`src/rtl/rr_arbiter_8.sv`:
```
// ============================================================================
// Module   : rr_arbiter_8
// Purpose  : 8-way round-robin arbiter with registered one-hot grant, binary
//            grant ID, owner hold limit and one dead cycle between grants.
// Revision : 1.0 - initial release
// ============================================================================
`default_nettype none

module rr_arbiter_8 #(
    parameter int NUM_REQ  = 8,
    parameter int ID_W     = 3,
    parameter int MAX_HOLD = 16
) (
    input  logic                clk,
    input  logic                rst,
    input  logic [NUM_REQ-1:0]  req,
    input  logic                done,
    output logic [NUM_REQ-1:0]  gnt,
    output logic [ID_W-1:0]     gnt_id,
    output logic                gnt_valid,
    output logic                timeout
);

    localparam logic [1:0] S_IDLE    = 2'd0;
    localparam logic [1:0] S_GRANT   = 2'd1;
    localparam logic [1:0] S_RELEASE = 2'd2;

    localparam logic [7:0] c_HOLD_LAST = 8'(MAX_HOLD - 1);

    logic [1:0]          r_state;
    logic [1:0]          w_state_nxt;
    logic [ID_W-1:0]     r_ptr;
    logic [ID_W-1:0]     w_ptr_nxt;
    logic [7:0]          r_hold_cnt;
    logic [7:0]          w_hold_nxt;
    logic [NUM_REQ-1:0]  r_gnt;
    logic [NUM_REQ-1:0]  w_gnt_nxt;
    logic [ID_W-1:0]     r_gnt_id;
    logic [ID_W-1:0]     w_gnt_id_nxt;
    logic                r_gnt_valid;
    logic                w_gnt_valid_nxt;
    logic                r_timeout;
    logic                w_timeout_nxt;

    logic [NUM_REQ-1:0]  w_rot;
    logic [ID_W-1:0]     w_off;
    logic [ID_W-1:0]     w_winner;
    logic                w_any;
    logic                w_owner_req;
    logic                w_hold_last;
    logic                w_release;
    logic                w_force;

    // Rotate so that requester r_ptr lands at bit 0, then pick the lowest set bit.
    always_comb begin
        w_rot = '0;
        for (int i = 0; i < NUM_REQ; i++) begin
            w_rot[i] = req[r_ptr + ID_W'(i)];
        end
    end

    always_comb begin
        w_off = '0;
        for (int k = NUM_REQ - 1; k >= 0; k--) begin
            if (w_rot[k]) begin
                w_off = ID_W'(k);
            end
        end
    end

    assign w_any       = |req;
    assign w_winner    = r_ptr + w_off;
    assign w_owner_req = req[r_gnt_id];
    assign w_hold_last = (r_hold_cnt == c_HOLD_LAST);
    assign w_release   = done | ~w_owner_req | w_hold_last;
    // A forced release only counts when nothing else already ended the grant.
    assign w_force     = w_hold_last & ~done & w_owner_req;

    always_ff @(posedge clk) begin
        if (rst) begin
            r_state     <= S_IDLE;
            r_ptr       <= '0;
            r_hold_cnt  <= '0;
            r_gnt       <= '0;
            r_gnt_id    <= '0;
            r_gnt_valid <= 1'b0;
            r_timeout   <= 1'b0;
        end else begin
            r_state     <= w_state_nxt;
            r_ptr       <= w_ptr_nxt;
            r_hold_cnt  <= w_hold_nxt;
            r_gnt       <= w_gnt_nxt;
            r_gnt_id    <= w_gnt_id_nxt;
            r_gnt_valid <= w_gnt_valid_nxt;
            r_timeout   <= w_timeout_nxt;
        end
    end

    always_comb begin
        w_state_nxt = S_IDLE;
        case (r_state)
            S_IDLE:    w_state_nxt = w_any ? S_GRANT : S_IDLE;
            S_GRANT:   w_state_nxt = w_release ? S_RELEASE : S_GRANT;
            S_RELEASE: w_state_nxt = S_IDLE;
            default:   w_state_nxt = S_IDLE;
        endcase
    end

    always_comb begin
        w_ptr_nxt       = r_ptr;
        w_hold_nxt      = r_hold_cnt;
        w_gnt_nxt       = r_gnt;
        w_gnt_id_nxt    = r_gnt_id;
        w_gnt_valid_nxt = r_gnt_valid;
        w_timeout_nxt   = 1'b0;
        case (r_state)
            S_IDLE: begin
                if (w_any) begin
                    w_gnt_nxt           = '0;
                    w_gnt_nxt[w_winner] = 1'b1;
                    w_gnt_id_nxt        = w_winner;
                    w_gnt_valid_nxt     = 1'b1;
                    w_hold_nxt          = '0;
                end
            end
            S_GRANT: begin
                if (w_release) begin
                    w_ptr_nxt       = r_gnt_id + ID_W'(1);
                    w_hold_nxt      = '0;
                    w_gnt_nxt       = '0;
                    w_gnt_id_nxt    = '0;
                    w_gnt_valid_nxt = 1'b0;
                    w_timeout_nxt   = w_force;
                end else begin
                    w_hold_nxt = r_hold_cnt + 8'd1;
                end
            end
            default: begin
                w_gnt_nxt       = '0;
                w_gnt_id_nxt    = '0;
                w_gnt_valid_nxt = 1'b0;
            end
        endcase
    end

    assign gnt       = r_gnt;
    assign gnt_id    = r_gnt_id;
    assign gnt_valid = r_gnt_valid;
    assign timeout   = r_timeout;

endmodule

`default_nettype wire

```
`config.mk`:
```
export PLATFORM = sky130hd
export DESIGN_NAME = rr_arbiter_8
export DESIGN_NICKNAME = d
export VERILOG_FILES = /design/src/rtl/rr_arbiter_8.sv
export SDC_FILE = /design/constraint.sdc
export NUM_CORES = 1
export LEC_CHECK = 0
export ABC_AREA = 0
export ABC_CLOCK_PERIOD_IN_PS = 4300
export BUFFER_PORTS_ARGS = -buffer_cell sky130_fd_sc_hd__buf_2
export CAP_MARGIN = 40
export CORE_MARGIN = 5
export CORE_UTILIZATION = 25
export DETAILED_ROUTE_END_ITERATION = 7
export PLACE_DENSITY = 0.4
export SETUP_SLACK_MARGIN = 0.15
export SYNTH_ARGS = -nofsm -noshare
export SYNTH_HDL_FRONTEND = slang
export SYNTH_SLANG_ARGS = --single-unit
```
`constraint.sdc`:
```
create_clock -name clk -period 4.3 [get_ports clk]
set_input_delay 0.86 -clock clk [delete_from_list [all_inputs] [get_ports clk]]
set_output_delay 0.86 -clock clk [all_outputs]
set_load 0.01 [all_outputs]
```
Word level (Yosys, flattened, before mapping)
Cells that the tools add are included.
{ "word_totals": {"register_bits": 26, "input_bits": 11, "wordCells": 91} }
{ "classes": {"add_sub_neg": 10, "magnitude_cmp": 11, "eq_ne": 4, "n_mux": 43, "n_bitwise": 8, "n_reduce_logical": 8} }
{ "ops": {"columns": ["op", "n"], "rows": [
  ["$lt 3x4->1 const B", 10],
  ["$mux 8", 4],
  ["$pmux 8 s2", 2],
  ["$mux 3", 10],
  ["$bmux 1 s3", 9],
  ["$mux 1", 13],
  ["$add 3x3->3 const B", 4],
  ["$add 8x1->8 const B", 1],
  ["$eq 8x4->1 const B", 1],
  ["$reduce_or 8->1", 1],
  ["$add 3x1->3 const B", 2],
  ["$add 3x2->3 const B", 2],
  ["$pmux 3 s2", 1],
  ["$reduce_and 2->1", 3],
  ["$ne 2x2->1 const B", 2],
  ["$not 1->1", 4],
  ["$pmux 2 s2", 1],
  ["$add 3x3->3", 1],
  ["$demux 1 s3", 1],
  ["$ge 3x1->1 const B", 1],
  ["$reduce_or 3->1", 1],
  ["$and 1x1->1", 2],
  ["$eq 2x1->1 const B", 1],
  ["$logic_not 2->1", 1],
  ["other kinds (5)", 6]
]} }

Logic depth before layout (Yosys ltp)
{ "depth": {"depth_word": 18, "depth_mapped": 18, "ltp_nobuf": 15} }

Worst setup path before layout
No wires, ideal clock.
{ "synth_timing": {"path_kind": "input -> register", "start": "in req[1]", "end": "reg r_gnt[4] (netlist: gnt[4])", "arrival_time_ns": 3.485, "slack_ns": 0.698, "stages": 13, "path_cell_list": "mux4_1 -> mux2_4 -> nor3_1 -> o22ai_1 -> o31ai_1 -> a21oi_1 -> a211oi_1 -> ha_1 -> inv_1 -> fa_1 -> xor2_1 -> xnor2_4 -> a32o_2"} }
{ "synth_between": {"elab_chain_cells": 17, "word_cells_on_any_way": 41, "classes_between": "add/sub: 1; order compare: 2; eq/ne: 2; mux: 30; bitwise: 3; reduce/logical: 3"} }
{ "synth_lines": {"columns": ["element", "line_no", "source"], "rows": [
  ["start, declared", "16", "input logic [NUM_REQ-1:0] req,"],
  ["$bmux 1 s3", "58", "w_rot[i] = req[r_ptr + ID_W'(i)];"],
  ["$mux 1 (not written as such)", "58", null],
  ["$mux 3 (8 in a row)", "65", "if (w_rot[k]) begin"],
  ["$add 3x3->3", "72", "assign w_winner = r_ptr + w_off;"],
  ["$lt 3x4->1 (not written as such) or $ge 3x1->1 (tied branches)", "120", "w_gnt_nxt[w_winner] = 1'b1;"],
  ["$logic_and 1x1->1 (not written as such)", "120", null],
  ["$mux 1 (not written as such)", "120", null],
  ["$demux 1 s3", "120", null],
  ["$mux 8", "118", "if (w_any) begin"],
  ["$pmux 8 s2", "116", "case (r_state)"],
  ["end signal, assigned", "92", "r_gnt <= w_gnt_nxt;"],
  ["end, declared", "36", "logic [NUM_REQ-1:0] r_gnt;"]
]} }
Parallel ways exist; a longest one is shown, timed or not. The select of a mux whose other input is x is not followed.
A chain may end at the register's enable or synchronous reset.

Final worst setup path
Ends and elaborated chain as after synthesis.

==> results.yml <==
sta:
  worst_pin_slew_ns: 0.5992
  fin_skew_ns: 0.003283
  hold_viol: 0
  fin_crit_sh_pct: 83.57
  tns_ns: 0
  whs_ns: 0.4442
  fmax_mhz: 278.3
  rsz0062_at_grt: "no"
  relSlewSlack_pct: 59.69
  fin_crit_ns: 3.593
  fin_ws_ns: 0.7066
  setup_viol: 0
  slew_viol_final: 0
cts:
  cts_root_buf: "clkbuf_8"
  tritoncts: "built"
  cts_resized: 0
  cts_buffers: 3
  cts.sinks: 26
  worstSkewPairLatency_ns: 0.27
  cts_buffer_depth: 2
  ctsHoldBuffers: 0
  postCtsSetupBuffers: 0
  clk_pin_slew_ns: 0.09
  h-tree-depth: 1
die:
  start_util_pct: 25.83
  core_sq_um: 6869
  die_area_sq_um: 8881
  die_y_um: 94.24
  die_w_um: 94.24
  ios: 24
  rows: 30
synthesis:
  synth_ff_type: "dfxtp_1"
  synth-simple-area-share_pct: 18.27
  syn_inst: 177
  synth_mux_area_share_pct: 24.33
  ys_seq_elements: 26
  synth_compound_area_share_pct: 12.55
  async_reset_ff_share_pct: 0
  synth_xor_xnor_area_share_pct: 6.982
  synth-seq-area-share_pct: 29.34
  syn-cell-area_sq_um: 1774
  yosys_warnings: 0
  synth_cell_types: 48
  syn_avg_cell_area_sq_um: 10.02
  synthAdderAreaFrac_pct: 4.654
  synth_top_family_by_area: "multiplexers"
  synth_nets: 194
  synth_edf_count: 0
place:
  dp_slack_ns: 0.3897
  port_buffers: 23
  place_hpwl_um: 2966
  gp_congestion: 0.7336
critical_path:
  crit_arrival_ns: 3.77
  cp-start-kind: "input port"
  critPathCaptureType: "flip-flop"
  crit_fanout: 9
  worst_ep_required_time_ns: 4.47
  critPathKind: "input port to flip-flop"
global_route:
  grt.total_usage_pct: 9.388
  grt_pass1_vias: 1326
  gr-usage-met2_pct: 14.60
  grt_overflow_total: 0
  grt_pass1_wl_um: 6555
  antenna_found_initial: 0
  grt.met1_usage_pct: 12.59
  grt_max_degree: 16
  top_usage_layer: "met2"
  grtUsageMet3_pct: 2.564
drt:
  routed_via_density: 4.524
  drt_iter0_markers: 74
  ant_nets: 0
  drc_errors: 0
  wl_per_cell_um: 13.19
  via_count: 1339
  wirelength_um: 3905
  first_pass_iters: 4
finish:
  area_delta_synth_final_pct: 14.39
  final_common_cell: "dfxtp_1"
  layout_common_cells: "dfxtp_1 (26), nand2_1 (23), buf_2 (23)"
  nets: 218
  final_layout_size_suffix_gt1_share_pct: 26.50
  diodes: 0
power:
  fin_total_pwr_uw: 740.9
  vdd_ir_drop_max_mv: 0.1042
  cellLeakagePower_uw: 0.0008162
  power_density_nw_per_um2: 365.1
outcome:
  run_status: "complete, no violations"
flow_run:
  drv_cap: 0
worst_hold_path:
  hp-class: "flip-flop to flip-flop"
worst max-delay path, stage by stage:
cell and delay (ns):
buf_2 0.14, mux4_1 0.49, mux2_4 0.30, nor3_1 0.13
o22ai_1 0.09, o31ai_1 0.07, a21oi_1 0.09, a211oi_1 0.24
ha_1 0.19, inv_1 0.05, fa_1 0.36, xor2_1 0.32
xnor2_4 0.16, a32o_2 0.28
cell families after synthesis:
group	after synthesis
AOI/OAI and AO/OA	27
buffers and inverters	11
xor gates and xnor gates	12
and+or+nand+nor	69
muxes	26
DFF	26
adders and majority gates	6
registers in the layout, summed over array words and instances (netlist names):
register / cells
r_hold_cnt: 8
r_state: 2
timeout: 1
r_ptr: 3
gnt_id: 3
gnt: 8
gnt_valid: 1
layer usage:
layer | up-vias | routed length (um)
met5 | - | 0
met4 | 0 | 44
met3 | 5 | 135
met2 | 20 | 1750
met1 | 620 | 1975
li1 | 694 | -
synthesized netlist by cell type (4+ instances only):
master / count / share of area, %
nor2_1: 22 / 4.7
xor2_1: 8 / 3.9
dfxtp_1: 26 / 29
mux4_2: 9 / 11
mux2_2: 4 / 2.5
nand2_1: 23 / 4.9
and3_1: 4 / 1.4
a21oi_1: 6 / 1.7
ha_1: 5 / 3.5
a22o_1: 4 / 2.0
mux2i_1: 9 / 5.1
inv_1: 5 / 1.1
nand3_1: 4 / 1.1
final timing paths:
kind	from	end	slack, ns	cells after the start
worst max-delay path	req[1]	gnt[4]$_SDFFE_PP0P_	0.71	14
worst min-delay path	gnt[1]$_SDFFE_PP0P_	gnt[1]$_SDFFE_PP0P_	0.44	2
worst max register to register	r_ptr[0]$_SDFFE_PP0P_	gnt[5]$_SDFFE_PP0P_	0.72	11
worst min register to register	gnt[1]$_SDFFE_PP0P_	gnt[1]$_SDFFE_PP0P_	0.44	2
layout make-up:
class	count	area [sq um]
inverters	5	18.77
clock buffers	4	55.05
multi-input cells	140	1185
well taps	96	120.1
fillers	728	4840
repair buffers	25	130.1
flip-flops and latches	26	520.5
stage by stage:
| step | util (%) | std cells | instance area (sq um) |
|---|---|---|---|
| floorplan | - | 177 | 1774 |
| global placement | 28.74 | 292 | 1974 |
| detailed placement | 28.74 | 292 | 1974 |
| CTS | 29.54 | 296 | 2029 |
| global route | 29.54 | 296 | 2029 |
| finish | 29.54 | 296 | 2029 |
power by group:
part / total (uW) / switching, uW / internal [uW] / leakage [uW]
combinational: 302 / 165 / 136 / 0.000576
clock: 162 / 79.6 / 82.0 / 0.0000288
sequential: 278 / 17.1 / 261 / 0.000211
Note: power is estimated with default switching activity, not from simulation.
